`src/rtl/rv32_fetch_pkg.sv`:
```
// rtl/rv32_fetch_pkg.sv - shared types and constants for the RV32 fetch stage
//
// Purpose : fetch FSM state encoding, NOP encoding, default reset vector,
//           skid/IF entry record and a wrapping PC+4 helper.
// Ports   : none (package).
// Config  : PC_MISALIGN_CHECK_EN adds the HALT state.
package rv32_fetch_pkg;

  localparam logic [31:0] NOP_INSTR            = 32'h0000_0013;
  localparam logic [31:0] DEFAULT_RESET_VECTOR = 32'h0000_0000;

`ifdef PC_MISALIGN_CHECK_EN
  typedef enum logic [1:0] {
    ST_REQ   = 2'd0,
    ST_DRAIN = 2'd1,
    ST_HALT  = 2'd2
  } fetch_state_e;
`else
  typedef enum logic [1:0] {
    ST_REQ   = 2'd0,
    ST_DRAIN = 2'd1
  } fetch_state_e;
`endif

  typedef struct packed {
    logic [31:0] pc;
    logic [31:0] pc4;
    logic [31:0] instr;
  } fetch_entry_t;

  // 32-bit add, so 32'hFFFF_FFFC + 4 wraps to 0.
  function automatic logic [31:0] pc_plus4(input logic [31:0] pc);
    return pc + 32'd4;
  endfunction

endpackage

```
`src/rtl/pc_fetch_unit_if.sv`:
```
// rtl/pc_fetch_unit_if.sv - instruction-cache request bus of the fetch stage
//
// Purpose : groups the fetch-to-icache read handshake.
// Signals : imem_read     - read request (fetch -> cache)
//           imem_addr     - request address, stable while imem_read=1
//           imem_busywait - cache not ready (cache -> fetch)
//           imem_rdata    - instruction word, valid in the completing cycle
// Modports: master (fetch unit), slave (instruction cache).
interface pc_fetch_unit_if;

  logic        imem_read;
  logic [31:0] imem_addr;
  logic        imem_busywait;
  logic [31:0] imem_rdata;

  modport master (
    output imem_read,
    output imem_addr,
    input  imem_busywait,
    input  imem_rdata
  );

  modport slave (
    input  imem_read,
    input  imem_addr,
    output imem_busywait,
    output imem_rdata
  );

endinterface

```
`src/rtl/fetch_skid_buf.sv`:
```
// rtl/fetch_skid_buf.sv - one-entry skid register for words returned during a stall
//
// Purpose : holds one {pc, pc4, instr, valid} record while the hazard unit
//           stalls the IF outputs.
// Ports   : clk_i, rst_i  - clock, synchronous active-high reset
//           load_i        - capture entry_i, mark valid
//           unload_i      - entry consumed, mark empty
//           clear_i       - flush (redirect), highest priority after reset
//           entry_i       - record to capture
//           valid_o       - buffer holds a live record
//           entry_o       - buffered record
module fetch_skid_buf
  import rv32_fetch_pkg::*;
(
  input  logic         clk_i,
  input  logic         rst_i,
  input  logic         load_i,
  input  logic         unload_i,
  input  logic         clear_i,
  input  fetch_entry_t entry_i,
  output logic         valid_o,
  output fetch_entry_t entry_o
);

  logic         valid_q;
  fetch_entry_t entry_q;

  always_ff @(posedge clk_i) begin
    if (rst_i || clear_i) begin
      valid_q <= 1'b0;
      entry_q <= '{pc: 32'h0, pc4: 32'h0, instr: NOP_INSTR};
    end else if (load_i) begin
      valid_q <= 1'b1;
      entry_q <= entry_i;
    end else if (unload_i) begin
      valid_q <= 1'b0;
    end
  end

  assign valid_o = valid_q;
  assign entry_o = entry_q;

endmodule

```
`src/rtl/pc_fetch_unit.sv`:
```
// rtl/pc_fetch_unit.sv - RV32IM instruction-fetch stage (PC, icache request, IF outputs)
//
// Purpose : holds the PC, issues icache reads, presents {pc, pc4, instr} to
//           IF/ID, absorbs stalls through a one-entry skid buffer and handles
//           taken-branch redirects, draining any in-flight request first.
// Ports   : clk_i, reset_i   - clock, synchronous active-high reset
//           stall_i          - hold IF outputs, launch no new request
//           branch_taken_i   - one-cycle redirect pulse from EX
//           branch_target_i  - redirect address
//           imem             - icache request bus (master)
//           if_valid_o       - IF outputs carry a live instruction
//           if_pc_o/if_pc4_o - PC and PC+4 of the presented instruction
//           if_instr_o       - instruction word, NOP when not valid
//           misalign_o       - sticky misaligned-target flag (macro only)
// Config  : PC_MISALIGN_CHECK_EN enables misalign_o and the HALT state;
//           without it the low two target bits are ignored.
module pc_fetch_unit
  import rv32_fetch_pkg::*;
#(
  parameter logic [31:0] RESET_VECTOR = DEFAULT_RESET_VECTOR
) (
  input  logic                   clk_i,
  input  logic                   reset_i,
  input  logic                   stall_i,
  input  logic                   branch_taken_i,
  input  logic [31:0]            branch_target_i,
  pc_fetch_unit_if.master        imem,
  output logic                   if_valid_o,
  output logic [31:0]            if_pc_o,
  output logic [31:0]            if_pc4_o,
  output logic [31:0]            if_instr_o
`ifdef PC_MISALIGN_CHECK_EN
  ,
  output logic                   misalign_o
`endif
);

  fetch_state_e state_q;
  logic [31:0]  pc_q;
  logic [31:0]  req_addr_q;
  logic         outstanding_q;
  logic         if_valid_q;
  logic [31:0]  if_pc_q;
  logic [31:0]  if_pc4_q;
  logic [31:0]  if_instr_q;
`ifdef PC_MISALIGN_CHECK_EN
  logic         misalign_q;
  logic         target_bad;
`endif

  logic         launch;
  logic         imem_read;
  logic [31:0]  imem_addr;
  logic         complete;
  logic         inflight;
  logic [31:0]  target;

  logic         skid_valid;
  logic         skid_load;
  logic         skid_unload;
  fetch_entry_t skid_in;
  fetch_entry_t skid_out;

`ifdef PC_MISALIGN_CHECK_EN
  assign target     = branch_target_i;
  assign target_bad = |branch_target_i[1:0];
`else
  assign target     = branch_target_i & ~32'd3;
`endif

  // A new request needs an idle bus, no stall, an empty skid and no
  // redirect this cycle (a launch to the old PC would only have to be drained).
  assign launch = !reset_i && (state_q == ST_REQ) && !outstanding_q &&
                  !stall_i && !skid_valid && !branch_taken_i;

  // Once issued, a request stays up until it completes, whatever the state.
  assign imem_read = !reset_i && (outstanding_q || launch);
  assign imem_addr = outstanding_q ? req_addr_q : pc_q;
  assign complete  = imem_read && !imem.imem_busywait;
  assign inflight  = imem_read && imem.imem_busywait;

  assign imem.imem_read = imem_read;
  assign imem.imem_addr = imem_addr;

  // In REQ the completing request is always for pc_q.
  assign skid_in     = '{pc: pc_q, pc4: pc_plus4(pc_q), instr: imem.imem_rdata};
  assign skid_load   = !branch_taken_i && (state_q == ST_REQ) && complete && stall_i;
  assign skid_unload = !branch_taken_i && !stall_i && skid_valid;

  fetch_skid_buf u_skid (
    .clk_i    (clk_i),
    .rst_i    (reset_i),
    .load_i   (skid_load),
    .unload_i (skid_unload),
    .clear_i  (branch_taken_i),
    .entry_i  (skid_in),
    .valid_o  (skid_valid),
    .entry_o  (skid_out)
  );

  always_ff @(posedge clk_i) begin
    if (reset_i) begin
      state_q       <= ST_REQ;
      pc_q          <= RESET_VECTOR;
      req_addr_q    <= RESET_VECTOR;
      outstanding_q <= 1'b0;
      if_valid_q    <= 1'b0;
      if_pc_q       <= 32'h0;
      if_pc4_q      <= 32'h0;
      if_instr_q    <= NOP_INSTR;
`ifdef PC_MISALIGN_CHECK_EN
      misalign_q    <= 1'b0;
`endif
    end else begin
      outstanding_q <= inflight;
      if (imem_read) begin
        req_addr_q <= imem_addr;
      end

      case (state_q)
`ifdef PC_MISALIGN_CHECK_EN
        ST_HALT: begin
          // Parked until reset; outstanding_q alone drains a pending request.
        end
`endif
        default: begin
          if (branch_taken_i) begin
            if_valid_q <= 1'b0;
            if_instr_q <= NOP_INSTR;
            pc_q       <= target;
            state_q    <= inflight ? ST_DRAIN : ST_REQ;
`ifdef PC_MISALIGN_CHECK_EN
            if (target_bad) begin
              misalign_q <= 1'b1;
              state_q    <= ST_HALT;
            end
`endif
          end else if (state_q == ST_DRAIN) begin
            // Stale word from before the redirect: drop it.
            if (complete) begin
              state_q <= ST_REQ;
            end
          end else if (complete) begin
            pc_q <= pc_plus4(pc_q);
            if (!stall_i) begin
              if_valid_q <= 1'b1;
              if_pc_q    <= pc_q;
              if_pc4_q   <= pc_plus4(pc_q);
              if_instr_q <= imem.imem_rdata;
            end
          end else if (!stall_i) begin
            if (skid_valid) begin
              if_valid_q <= 1'b1;
              if_pc_q    <= skid_out.pc;
              if_pc4_q   <= skid_out.pc4;
              if_instr_q <= skid_out.instr;
            end else begin
              if_valid_q <= 1'b0;
              if_instr_q <= NOP_INSTR;
            end
          end
        end
      endcase
    end
  end

  assign if_valid_o = if_valid_q;
  assign if_pc_o    = if_pc_q;
  assign if_pc4_o   = if_pc4_q;
  assign if_instr_o = if_instr_q;
`ifdef PC_MISALIGN_CHECK_EN
  assign misalign_o = misalign_q;
`endif

endmodule

```
`src/flat_wrapper.sv`:
```
// flat-port wrapper written by rule: the top's interface ports become plain ports
module pc_fetch_unit_flat import rv32_fetch_pkg::*;
#(
  parameter logic [31:0] RESET_VECTOR = DEFAULT_RESET_VECTOR
)
  (clk_i, reset_i, stall_i, branch_taken_i, branch_target_i, if_valid_o, if_pc_o, if_pc4_o, if_instr_o, imem_imem_read, imem_imem_addr, imem_imem_busywait, imem_imem_rdata);
  pc_fetch_unit_if imem_i ();
  input  logic clk_i;
  input  logic reset_i;
  input  logic stall_i;
  input  logic branch_taken_i;
  input  logic [31:0] branch_target_i;
  output logic if_valid_o;
  output logic [31:0] if_pc_o;
  output logic [31:0] if_pc4_o;
  output logic [31:0] if_instr_o;
  output wire logic [$bits(imem_i.imem_read)-1:0] imem_imem_read;
  output wire logic [$bits(imem_i.imem_addr)-1:0] imem_imem_addr;
  input wire logic [$bits(imem_i.imem_busywait)-1:0] imem_imem_busywait;
  input wire logic [$bits(imem_i.imem_rdata)-1:0] imem_imem_rdata;
  assign imem_imem_read = imem_i.imem_read;
  assign imem_imem_addr = imem_i.imem_addr;
  assign imem_i.imem_busywait = imem_imem_busywait;
  assign imem_i.imem_rdata = imem_imem_rdata;
  pc_fetch_unit #(.RESET_VECTOR(RESET_VECTOR)) u_core (.clk_i(clk_i), .reset_i(reset_i), .stall_i(stall_i), .branch_taken_i(branch_taken_i), .branch_target_i(branch_target_i), .imem(imem_i), .if_valid_o(if_valid_o), .if_pc_o(if_pc_o), .if_pc4_o(if_pc4_o), .if_instr_o(if_instr_o));
endmodule
```
`config.mk`:
```
export PLATFORM = sky130hd
export DESIGN_NAME = pc_fetch_unit_flat
export DESIGN_NICKNAME = d
export VERILOG_FILES = /design/src/rtl/rv32_fetch_pkg.sv /design/src/rtl/pc_fetch_unit_if.sv /design/src/rtl/fetch_skid_buf.sv /design/src/rtl/pc_fetch_unit.sv /design/src/flat_wrapper.sv
export SDC_FILE = /design/constraint.sdc
export NUM_CORES = 1
export LEC_CHECK = 0
export BUFFER_PORTS_ARGS = -buffer_cell sky130_fd_sc_hd__buf_2
export CAP_MARGIN = 30
export CORE_AREA = 5 5 189 118
export CTS_CLUSTER_DIAMETER = 60
export DETAILED_ROUTE_END_ITERATION = 12
export DIE_AREA = 0 0 194 123
export PLACE_DENSITY = 0.79
export SLEW_MARGIN = 20
export SYNTH_ARGS = -nofsm -noshare
export SYNTH_HDL_FRONTEND = slang
export SYNTH_SLANG_ARGS = --single-unit
```
`constraint.sdc`:
```
create_clock -name clk_i -period 2.4 [get_ports clk_i]
set_clock_uncertainty 0.1 [all_clocks]
set_input_delay 0.12 -clock clk_i [delete_from_list [all_inputs] [get_ports clk_i]]
set_output_delay 0.12 -clock clk_i [all_outputs]
set_load 0.01 [all_outputs]
```
==> results.sh <==
export IMPL_crit_fanout=30
export IMPL_die_area_um2=23900
export IMPL_leakage_nw=5.25
export IMPL_start_util=0.549
export IMPL_cts_sinks=250
export IMPL_fin_crit_sh=0.972
export IMPL_coreArea_um2=20500
export IMPL_h_tree_depth=1
export IMPL_port_buffers=192
export IMPL_tightest_slew_ns=0.952
export IMPL_async_flop_share=0
export IMPL_syn_inst=1353
export IMPL_post_cts_buffers=0
export IMPL_crit_buf_inv=2
export IMPL_synthesis_area_um2=11200
export IMPL_worst_slack_ns=0.0674
export IMPL_cp_top_family="buffers and inverters"
export IMPL_rsz0062_at_grt="false"
export IMPL_clk_latency_ns=0.51
export IMPL_rr_worst_depth=5
export IMPL_hold_violations=0
export IMPL_ys_seq_area_frac=0.446
export IMPL_hpwl_um=25100
export IMPL_cts_buffers=23
export IMPL_grt_use_met3=0.0515
export IMPL_first_iter_violations=1209
export IMPL_hold_start="branch_target_i[25]"
export IMPL_drt_first_pass_iters=6
export IMPL_synth_top_cell_area_share=0.446
export IMPL_clockBufferDepth=3
export IMPL_crit_arrival_ns=2.11
export IMPL_reg2reg_setup_slack_ns=0.16
export IMPL_setup_violations=0
export IMPL_pre_cts_ws_ns=0.142
export IMPL_worstSetupPathDepth=3
export IMPL_grt_busiest_layer="met1"
export IMPL_fin_crit_ns=2.33
export IMPL_synth_edf_count=0
export IMPL_power_total_mw=9.16
export IMPL_max_clock_freq_ghz=0.429
export IMPL_grt_max_degree=89
export IMPL_grt_pass1_wl_um=57100
export IMPL_slew_headroom=0.365
export IMPL_via_per_inst=5.85
export IMPL_status="finished, final reports clean"
export IMPL_worstSetupEndpointType="output port"
export IMPL_r2r_start="u_core.pc_q[15]$_SDFFE_PP0P_"
export IMPL_cp_start_kind="register"
export IMPL_post_route_cells_drive_above_1_share=0.226
export IMPL_drt_total_wl_um=36700
export IMPL_yosys_top_cells_area="dfxtp_1 45%, nand2_1 9.3%, a311oi_1 5.1%"
export IMPL_final_common_cell="nand2_1"
export IMPL_hold_path_depth=4
export IMPL_reg2reg_to="u_core.if_pc4_o[30]$_SDFFE_PP0P_"
export IMPL_routedWlPerCell_um=19.7
export IMPL_ioPinCount=199
export IMPL_area_growth_pct=23.6
export IMPL_slowest_stage="dfxtp_2"
export IMPL_die_width_um=194
export IMPL_slowest_delay_ns=0.50
export IMPL_cts_tree="yes"
export IMPL_final_cell_mix="277 x nand2_1, 249 x dfxtp_1, 191 x buf_2, 146 x nor2_1, 106 x a21oi_1"
export IMPL_ant_nets=0
export IMPL_vias=10900
export IMPL_cp_cell_sequence="buf_4 > mux2_2 > buf_2"
export IMPL_synth_area_leader_cell="dfxtp_1"
export IMPL_holdWs_ns=0.257
export IMPL_grt_pass1_vias=10100
export IMPL_min_to="u_core.pc_q[25]$_SDFFE_PP0P_"
export IMPL_place_congestion=0.984
export IMPL_final_core_util=0.678
export IMPL_fillers=1676
export IMPL_antenna_found_initial=1
export IMPL_cts_reportedPaths_clkPinSlew_ns=0.07
export IMPL_avgSynthCellArea_um2=8.30
export IMPL_critPathRequiredTime_ns=2.18
export IMPL_die_y_um=123
export IMPL_cts_root_buf="clkbuf_16"
export IMPL_fin_setup_tns_ns=0
export IMPL_critical_path_class="reg2out"
export IMPL_hold_path_class="in2reg"
export IMPL_power_density_nw_per_um2=660
export IMPL_ys_ff_latch=250
export IMPL_fp_row_count=41
export IMPL_synth_ff_type="dfxtp_1"
export IMPL_synth_cell_types=72
export IMPL_drcViolationCount=0
export IMPL_peakVddDrop_v=0.000400
export IMPL_use_met2=0.426
export IMPL_cap_violations=0
export IMPL_gr_usage_met1=0.458
export IMPL_layout_nets=1639
export IMPL_antenna_cells=0
export IMPL_ys_warn_count=0
export IMPL_slew_violations=0
export IMPL_overflow=0
export IMPL_track_usage=0.295
-- where the power goes --
| group | switching [mW] | internal (mW) |
|---|---|---|
| logic | 0.593 | 0.403 |
| registers | 0.0958 | 4.24 |
| clock network | 1.63 | 2.20 |
-- layout make-up --
class	instances	area (um2)	share of cell area
multi-input cells	959	5470	0.394
clock inverters	8	98.8	0.00712
well taps	279	349	0.0251
clock buffers	33	683	0.0492
inverters	7	26.3	0.00189
flip-flops and latches	250	5010	0.360
repair buffers	328	2250	0.162
-- worst min-delay path, stage by stage --
cell and delay [ns]:
dlygate4sd3_1 0.52, buf_2 0.10, nand2_1 0.05, nand2_1 0.05
-- per-layer routing --
metal / vias to the layer above / wire length, um
met5: - / 7
met3: 55 / 3730
met1: 5202 / 16900
li1: 5148 / -
met2: 496 / 15300
met4: 2 / 751
-- cell usage after synthesis (3+ instances only) --
library cell	count
nor2_1	147
xnor2_1	19
o21ai_0	47
o21a_1	4
and3_1	7
nand3_1	48
clkbuf_8	9
a31oi_1	10
clkbuf_1	67
nand2_1	277
nor4_1	7
buf_1	7
buf_2	39
xor2_1	13
a211oi_1	15
o211ai_1	10
nand4_1	12
o311ai_0	4
or3_1	5
mux2_2	26
buf_4	8
nor3_1	11
nor3_2	4
and2_1	6
dfxtp_1	250
nand3b_1	4
clkbuf_2	3
buf_6	3
a22oi_1	8
inv_1	7
and4_1	5
a21oi_1	106
mux2i_1	31
a21o_1	6
o22ai_1	13
a311oi_1	65
a211o_1	7
-- registers in the layout (all words and copies together), names as in the netlist --
name,count
u_core.u_skid.entry_o,92
u_core.if_instr_o,32
u_core.outstanding_q,1
u_core.state_q,1
u_core.if_valid_o,1
u_core.if_pc_o,30
u_core.if_pc4_o,30
u_core.pc_q,30
u_core.req_addr_q,32
u_core.u_skid.valid_o,1
-- per-stage QoR --
stage	cells	cell area, um2
after floorplan	1356	11200
after global placement	1757	12400
after detailed placement	1757	12400
after CTS	1864	13900
after global routing	1864	13900
final	1864	13900
-- cells by family after synthesis --
family / count (synthesis) / share of synthesized area
AOI/OAI and AO/OA: 313 / 0.184
xor gates and xnor gates: 32 / 0.0250
adders and majority gates: 1 / 0.00111
buffers and inverters: 147 / 0.0724
DFF: 250 / 0.446
muxes: 57 / 0.0537
other: 1 / 0.000334
and+or+nand+nor: 552 / 0.218
-- timing repair --
action / CTS / global route
endpoints found under the setup margin: 0 / 4
hold endpoints to repair: 97 / 0
gates resized for setup: 0 / 1
hold buffers: 66 / 0
-- how the worst max path moves through the flow --
stage | from | slack (ns) | endpoint
after global placement | u_core.pc_q[2]$_SDFFE_PP0P_ | 0.26 | u_core.if_pc4_o[22]$_SDFFE_PP0P_
final | u_core.outstanding_q$_SDFF_PP0_ | 0.07 | imem_imem_addr[8]
after CTS | u_core.outstanding_q$_SDFF_PP0_ | 0.1 | imem_imem_addr[8]
after detailed placement | u_core.u_skid.valid_o$_SDFFE_PP0P_ | 0.14 | u_core.if_instr_o[30]$_SDFFE_PP0P_
after global routing | u_core.outstanding_q$_SDFF_PP0_ | 0.01 | imem_imem_addr[8]
after floorplan | u_core.pc_q[3]$_SDFFE_PP0P_ | 0.38 | u_core.if_pc4_o[22]$_SDFFE_PP0P_
No activity file was read; power rests on OpenSTA's default activity.
